==> config.mk <==
export PLATFORM = sky130hd
export DESIGN_NAME = kare_alma_flat
export DESIGN_NICKNAME = d
export VERILOG_FILES = /design/src/rtl/kare_pkg.sv /design/src/rtl/kare_alma_if.sv /design/src/rtl/kare_adim.sv /design/src/rtl/kare_alma.sv /design/src/flat_wrapper.sv
export SDC_FILE = /design/constraint.sdc
export NUM_CORES = 1
export LEC_CHECK = 0
export ABC_AREA = 1
export BUFFER_PORTS_ARGS = -buffer_cell sky130_fd_sc_hd__buf_2
export CAP_MARGIN = 20
export CELL_PAD_IN_SITES_DETAIL_PLACEMENT = 1
export CELL_PAD_IN_SITES_GLOBAL_PLACEMENT = 1
export CORE_MARGIN = 2
export CORE_UTILIZATION = 43
export DETAILED_ROUTE_END_ITERATION = 8
export GPL_TIMING_DRIVEN = 0
export PLACE_DENSITY = 0.92
export SETUP_SLACK_MARGIN = 0.15
export SYNTH_ARGS = -nofsm -noshare
export SYNTH_HDL_FRONTEND = slang
export SYNTH_SLANG_ARGS = --single-unit
==> constraint.sdc <==
create_clock -name clk -period 2.8 [get_ports clk]
set_clock_uncertainty 0.2 [all_clocks]
set_input_delay 0.56 -clock clk [delete_from_list [all_inputs] [get_ports clk]]
set_output_delay 0.56 -clock clk [all_outputs]
set_load 0.01 [all_outputs]
==> src/rtl/kare_pkg.sv <==
// Shared types and default sizing for the sequential squarer (kare_alma)
// and its single-step helper.
package kare_pkg;

  typedef enum logic {
    BOSTA,
    HESAPLA
  } durum_t;

  localparam int GENISLIK_VARSAYILAN     = 32;
  localparam int TASMA_SINIRI_VARSAYILAN = 32;
  localparam int SAYAC_GENISLIGI         = $clog2(GENISLIK_VARSAYILAN);

endpackage : kare_pkg

==> src/rtl/kare_alma_if.sv <==
// Start/result handshake bundle of the squarer: the operand and start request
// go in, and the registered square and status flags come back.
interface kare_alma_if
  import kare_pkg::*;
#(
  parameter int GENISLIK = GENISLIK_VARSAYILAN
);

  logic                    basla;
  logic [GENISLIK-1:0]     sayi;
  logic [2*GENISLIK-1:0]   sonuc;
  logic                    hazir;
  logic                    gecerli;
  logic                    tasma;

  modport master (
    output basla, sayi,
    input  sonuc, hazir, gecerli, tasma
  );

  modport slave (
    input  basla, sayi,
    output sonuc, hazir, gecerli, tasma
  );

endinterface : kare_alma_if

==> src/rtl/kare_adim.sv <==
// One radix-2 shift-and-add step: conditionally add the shifted multiplicand
// to the accumulator. Kept standalone so a general multiplier can reuse it.
module kare_adim #(
  parameter int W = 64
) (
  input  logic [W-1:0] akumulator,
  input  logic [W-1:0] carpilan,
  input  logic         carpan_bit,
  output logic [W-1:0] sonraki
);

  always_comb begin
    sonraki = carpan_bit ? (akumulator + carpilan) : akumulator;
  end

endmodule : kare_adim

==> src/rtl/kare_alma.sv <==
// Sequential unsigned squarer: sonuc = sayi * sayi over a fixed GENISLIK
// steps of shift-and-add, with a start/idle handshake and overflow flag.
module kare_alma
  import kare_pkg::*;
#(
  parameter int GENISLIK     = GENISLIK_VARSAYILAN,
  parameter int TASMA_SINIRI = TASMA_SINIRI_VARSAYILAN
) (
  input  logic        clk,
  input  logic        rst,
  kare_alma_if.slave  bus
);

  localparam int W  = 2 * GENISLIK;
  localparam int SW = (GENISLIK > 1) ? $clog2(GENISLIK) : 1;
  localparam logic [SW-1:0] SON_ADIM = SW'(GENISLIK - 1);

  durum_t              durum_q,    durum_d;
  logic [GENISLIK-1:0] carpan_q,   carpan_d;
  logic [W-1:0]        carpilan_q, carpilan_d;
  logic [W-1:0]        akum_q,     akum_d;
  logic [SW-1:0]       sayac_q,    sayac_d;
  logic [W-1:0]        sonuc_q,    sonuc_d;
  logic                gecerli_q,  gecerli_d;
  logic                tasma_q,    tasma_d;
  logic [W-1:0]        adim_sonraki;

  kare_adim #(.W(W)) u_adim (
    .akumulator (akum_q),
    .carpilan   (carpilan_q),
    .carpan_bit (carpan_q[0]),
    .sonraki    (adim_sonraki)
  );

  always_comb begin
    // NOTE: every variable gets a hold default first so no path infers a latch.
    durum_d    = durum_q;
    carpan_d   = carpan_q;
    carpilan_d = carpilan_q;
    akum_d     = akum_q;
    sayac_d    = sayac_q;
    sonuc_d    = sonuc_q;
    gecerli_d  = gecerli_q;
    tasma_d    = tasma_q;

    unique case (durum_q)
      BOSTA: begin
        if (bus.basla) begin
          carpan_d   = bus.sayi;
          carpilan_d = {{GENISLIK{1'b0}}, bus.sayi};
          akum_d     = '0;
          sayac_d    = '0;
          gecerli_d  = 1'b0;
          tasma_d    = 1'b0;
          durum_d    = HESAPLA;
        end
      end

      HESAPLA: begin
        akum_d     = adim_sonraki;
        carpilan_d = carpilan_q << 1;
        carpan_d   = carpan_q >> 1;
        sayac_d    = sayac_q + SW'(1);
        // Fixed latency: no early exit even once the multiplier runs out of ones.
        if (sayac_q == SON_ADIM) begin
          sonuc_d   = adim_sonraki;
          gecerli_d = 1'b1;
          tasma_d   = |(adim_sonraki >> TASMA_SINIRI);
          sayac_d   = '0;
          durum_d   = BOSTA;
        end
      end

      default: durum_d = BOSTA;
    endcase
  end

  always_ff @(posedge clk) begin
    // NOTE: state is updated with non-blocking assignments so all flops sample together.
    if (rst) begin
      durum_q    <= BOSTA;
      carpan_q   <= '0;
      carpilan_q <= '0;
      akum_q     <= '0;
      sayac_q    <= '0;
      sonuc_q    <= '0;
      gecerli_q  <= 1'b0;
      tasma_q    <= 1'b0;
    end else begin
      durum_q    <= durum_d;
      carpan_q   <= carpan_d;
      carpilan_q <= carpilan_d;
      akum_q     <= akum_d;
      sayac_q    <= sayac_d;
      sonuc_q    <= sonuc_d;
      gecerli_q  <= gecerli_d;
      tasma_q    <= tasma_d;
    end
  end

  assign bus.sonuc   = sonuc_q;
  assign bus.hazir   = (durum_q == BOSTA);
  assign bus.gecerli = gecerli_q;
  assign bus.tasma   = tasma_q;

endmodule : kare_alma

==> src/flat_wrapper.sv <==
// flat-port wrapper written by rule: the top's interface ports become plain ports
module kare_alma_flat import kare_pkg::*;
#(
  parameter int GENISLIK     = GENISLIK_VARSAYILAN,
  parameter int TASMA_SINIRI = TASMA_SINIRI_VARSAYILAN
)
  (clk, rst, bus_basla, bus_sayi, bus_sonuc, bus_hazir, bus_gecerli, bus_tasma);
  kare_alma_if #(.GENISLIK(GENISLIK)) bus_i ();
  input  logic clk;
  input  logic rst;
  input wire logic [$bits(bus_i.basla)-1:0] bus_basla;
  input wire logic [$bits(bus_i.sayi)-1:0] bus_sayi;
  output wire logic [$bits(bus_i.sonuc)-1:0] bus_sonuc;
  output wire logic [$bits(bus_i.hazir)-1:0] bus_hazir;
  output wire logic [$bits(bus_i.gecerli)-1:0] bus_gecerli;
  output wire logic [$bits(bus_i.tasma)-1:0] bus_tasma;
  assign bus_i.basla = bus_basla;
  assign bus_i.sayi = bus_sayi;
  assign bus_sonuc = bus_i.sonuc;
  assign bus_hazir = bus_i.hazir;
  assign bus_gecerli = bus_i.gecerli;
  assign bus_tasma = bus_i.tasma;
  kare_alma #(.GENISLIK(GENISLIK), .TASMA_SINIRI(TASMA_SINIRI)) u_core (.clk(clk), .rst(rst), .bus(bus_i));
endmodule
==> out/metrics.csv <==
stage;metric;value;unit
floorplan;initial_utilization;43.4;%
global_route;gr-total-overflow;0;
clock_network;hold_buffers;0;
outcome;status;finished, violations left;
timing;worst_pin_slew;1.00;ns
global_route;grt_start_max_net_pins;14;
critical_path;crit_path_max_incr_delay;0.38;ns
finish;finish.utilization;56.5;%
placed_design;port_buffers;100;
placed_design;dp_slack;-0.900;ns
clock_network;cts_tree;yes;
yosys;syn_area_per_cell;5.95;µm²
power_and_ir_drop;p_total;8.28;mW
timing;rsz0062_at_grt;yes;
finish;drive_gt1_share;25.8;%
placed_design;dp_cells;3137;
yosys;synth_cell_type_count;37;
power_and_ir_drop;max-vdd-ir-drop;0.583;mV
timing;hold-worst-slack;0.120;ns
critical_path;critical_path_class;register to register;
floorplan;dieArea;37200;µm²
finish;finalNonFillerCells;3246;
critical_path;crit_arrival;3.48;ns
critical_path;path_max_fanout;5;
hold_path;holdCritPathClass;input port to register;
drt;postRouteAntennaNets;0;
clock_network;cts_sinks;232;
global_route;grt.total_usage;38.1;%
global_route;grt_pass1_wl;108;mm
finish;design_area;20000;µm²
floorplan;core_area;35300;µm²
drt;first_pass_iters;7;
critical_path;critPathLaunchType;register;
clock_network;path_clk_slew;0.07;ns
clock_network;cts_root_buf;clkbuf_16;
floorplan;die_w;193;µm
timing;tns;-3.05;ns
drt;vias_per_cell;6.22;
critical_path;end_kind;register;
critical_path;path_delay_family;simple AND/OR/NAND/NOR gates;
timing;relSlewSlack;33.4;%
placed_design;place_area;16400;µm²
clock_network;numCtsBuffers;26;
drt;routed_wl;87.4;mm
drt;routedWlPerCell;26.9;µm
run;cap_violations;0;
critical_path;crit_required;3.02;ns
critical_path;critPathLaunch;u_core.akum_q[0];
clock_network;clockBufferDepth;3;
floorplan;rows;69;
timing;post-route-period-util;116;%
yosys;synth_most_common_cell;nand2_1;
yosys;synth_ff_type;dfxtp_1;
clock_network;worstSkewPairLatency;0.58;ns
critical_path;timing.rr.start;u_core.akum_q[0];
yosys;async_reset_ff_share;0;%
power_and_ir_drop;power_leakage;9.36;nW
timing;maxSlewViolCount;0;
yosys;synth.area.top_cells;dfxtp_1 (30%), nand2_1 (21%), inv_1 (12%), o21ai_0 (6.1%), nand3_1 (5.8%);
timing;final_hold_viol_count;0;
yosys;ys_warn_count;0;
critical_path;crit_chain;ha_4 -> inv_2 -> fa_2 -> inv_4 -> nand3_4 -> nand2_8 -> nand2_1 -> nand2_2 -> nand2_1 -> nand2_2 -> nand2_2 -> nand2_4 -> buf_4 -> xnor2_1 -> nand2_1 -> o21ai_2 -> or2_1 -> a21oi_2;
yosys;ys_ff_latch;232;
power_and_ir_drop;powerDensity;415;nW/µm²
critical_path;critPathBufInv;3;
drt;drtIter0Drc;2370;
timing;min_period;3.26;ns
floorplan;die_h;193;µm
timing;fin_ws;-0.458;ns
floorplan;io_pins;102;
clock_network;htreeDepth;1;
placed_design;place_hpwl;52.1;mm
yosys;synth_top_cell_area_share;30.3;%
placed_design;place.gp.congestion;0.990;
critical_path;critical_path.slowest_cell;fa_2;
global_route;antenna_found_initial;1;
global_route;grt_pass1_vias;19300;
drt;vias;20200;
yosys;netlist_top_cells_count;nand2_1 (849), inv_1 (478), dfxtp_1 (232);
drt;drc;0;
yosys;synth_top_cell_by_area;dfxtp_1;
outcome;violations;setup timing;
timing;max_freq;0.307;GHz
yosys;yosysSeqAreaShare;30.3;%
finish;final_net_count;2865;
yosys;synth-edff-count;0;
hold_path;hold_start;bus_sayi[31];
timing;setup_viol;30;
yosys;synth_nets;2677;
yosys;postSynthCellCount;2576;
yosys;synth_area;15300;µm²
finish;area_delta_synth_final;30.2;%
==> cell usage in the layout, fill, tap and decap left out, types with 6 or more instances in the layout <==
cell       netlist  final
a21oi_1        149    110
buf_2            7    109
nand2_1        849    727
clkbuf_1        71     64
nor3_1          16      9
nand2_4          0     27
clkbuf_2         0     10
clkbuf_16        0     27
ha_4             0     55
inv_1          478    467
nand4_1         14     14
nand3_4          0     17
o21ai_0        187    162
dfxtp_1        232    172
o21ai_1          2     12
buf_4            0     47
inv_2            3     13
dfxtp_4          0      8
nor2_2          12     41
dfxtp_2          0     52
nor2_4           0     24
o21ai_2          2     14
buf_6            0     14
a21oi_2          0     33
or2_1           14     14
clkbuf_8         0      6
or2_2           44     40
a21oi_4          0      6
nand3_1        177    136
nand3_2          9     33
nor3_2           5      8
buf_1           12     10
nor2_1         143     90
ha_1            65      6
o22ai_1         27     27
xnor2_1         30     28
nand2_2          8    102
==> timing repair <==
| action | in CTS | in global routing |
|---|---|---|
| gates cloned | 0 | 0 |
| setup endpoints to repair | 179 | 128 |
| endpoints found under the hold margin | 0 | 0 |
| setup buffers | 28 | 32 |
| gates resized for setup | 203 | 415 |
| pin swaps | 37 | 64 |
==> worst paths after layout <==
| check | depth (start not counted) | slack [ns] | endpoint |
|---|---|---|---|
| setup reg to reg | 18 | -0.46 | u_core.akum_q[30] |
| hold reg to reg | 2 | 0.28 | u_core.bus.gecerli |
| setup / recovery | 18 | -0.46 | u_core.akum_q[30] |
| hold / removal | 3 | 0.12 | u_core.carpan_q[31] |
==> layer usage <==
metal / track usage [%] / vias to the layer above / share of wire, %
met5: 0 / - / 0.050
met4: 16.9 / 2 / 9.0
met3: 8.35 / 681 / 12
met2: 62.3 / 1589 / 44
met1: 48.0 / 9601 / 35
li1: - / 8332 / -
==> power by group <==
part / switching (mW) / total (mW) / internal [mW] / leakage [nW]
logic: 0.848 / 1.24 / 0.389 / 7.05
clock network: 1.61 / 3.53 / 1.92 / 0.397
registers: 0.127 / 3.51 / 3.38 / 1.91
==> cell type report <==
type,count,area [µm²]
fill,4667,15400
multi-input combinational,1772,10600
sequential,232,4740
inverter,482,1810
timing repair buffer,160,1000
clock buffer,39,781
tap,461,577
buffer,90,377
clock inverter,5,36.3
antenna,5,12.5
==> sequential cells by signal, summed over array words and instances (netlist names) <==
signal,flops
u_core.akum_q,64
u_core.bus.gecerli,1
u_core.bus.sonuc,64
u_core.bus.tasma,1
u_core.carpan_q,32
u_core.carpilan_q,64
u_core.durum_q,1
u_core.sayac_q,5
==> logic make-up after synthesis <==
kind of cell / after synthesis / share of synthesized area (%)
AOI/OAI and AO/OA: 379 / 12.8
buffers and inverters: 572 / 14.1
adders and majority gates: 66 / 5.44
xor gates and xnor gates: 31 / 1.77
and+or+nand+nor: 1296 / 35.6
DFF: 232 / 30.3
==> tightest hold or removal path, stage by stage <==
cell	delay, ns
buf_2	0.11
nand2_1	0.11
a21oi_1	0.07
(Power assumes the default switching activity.)
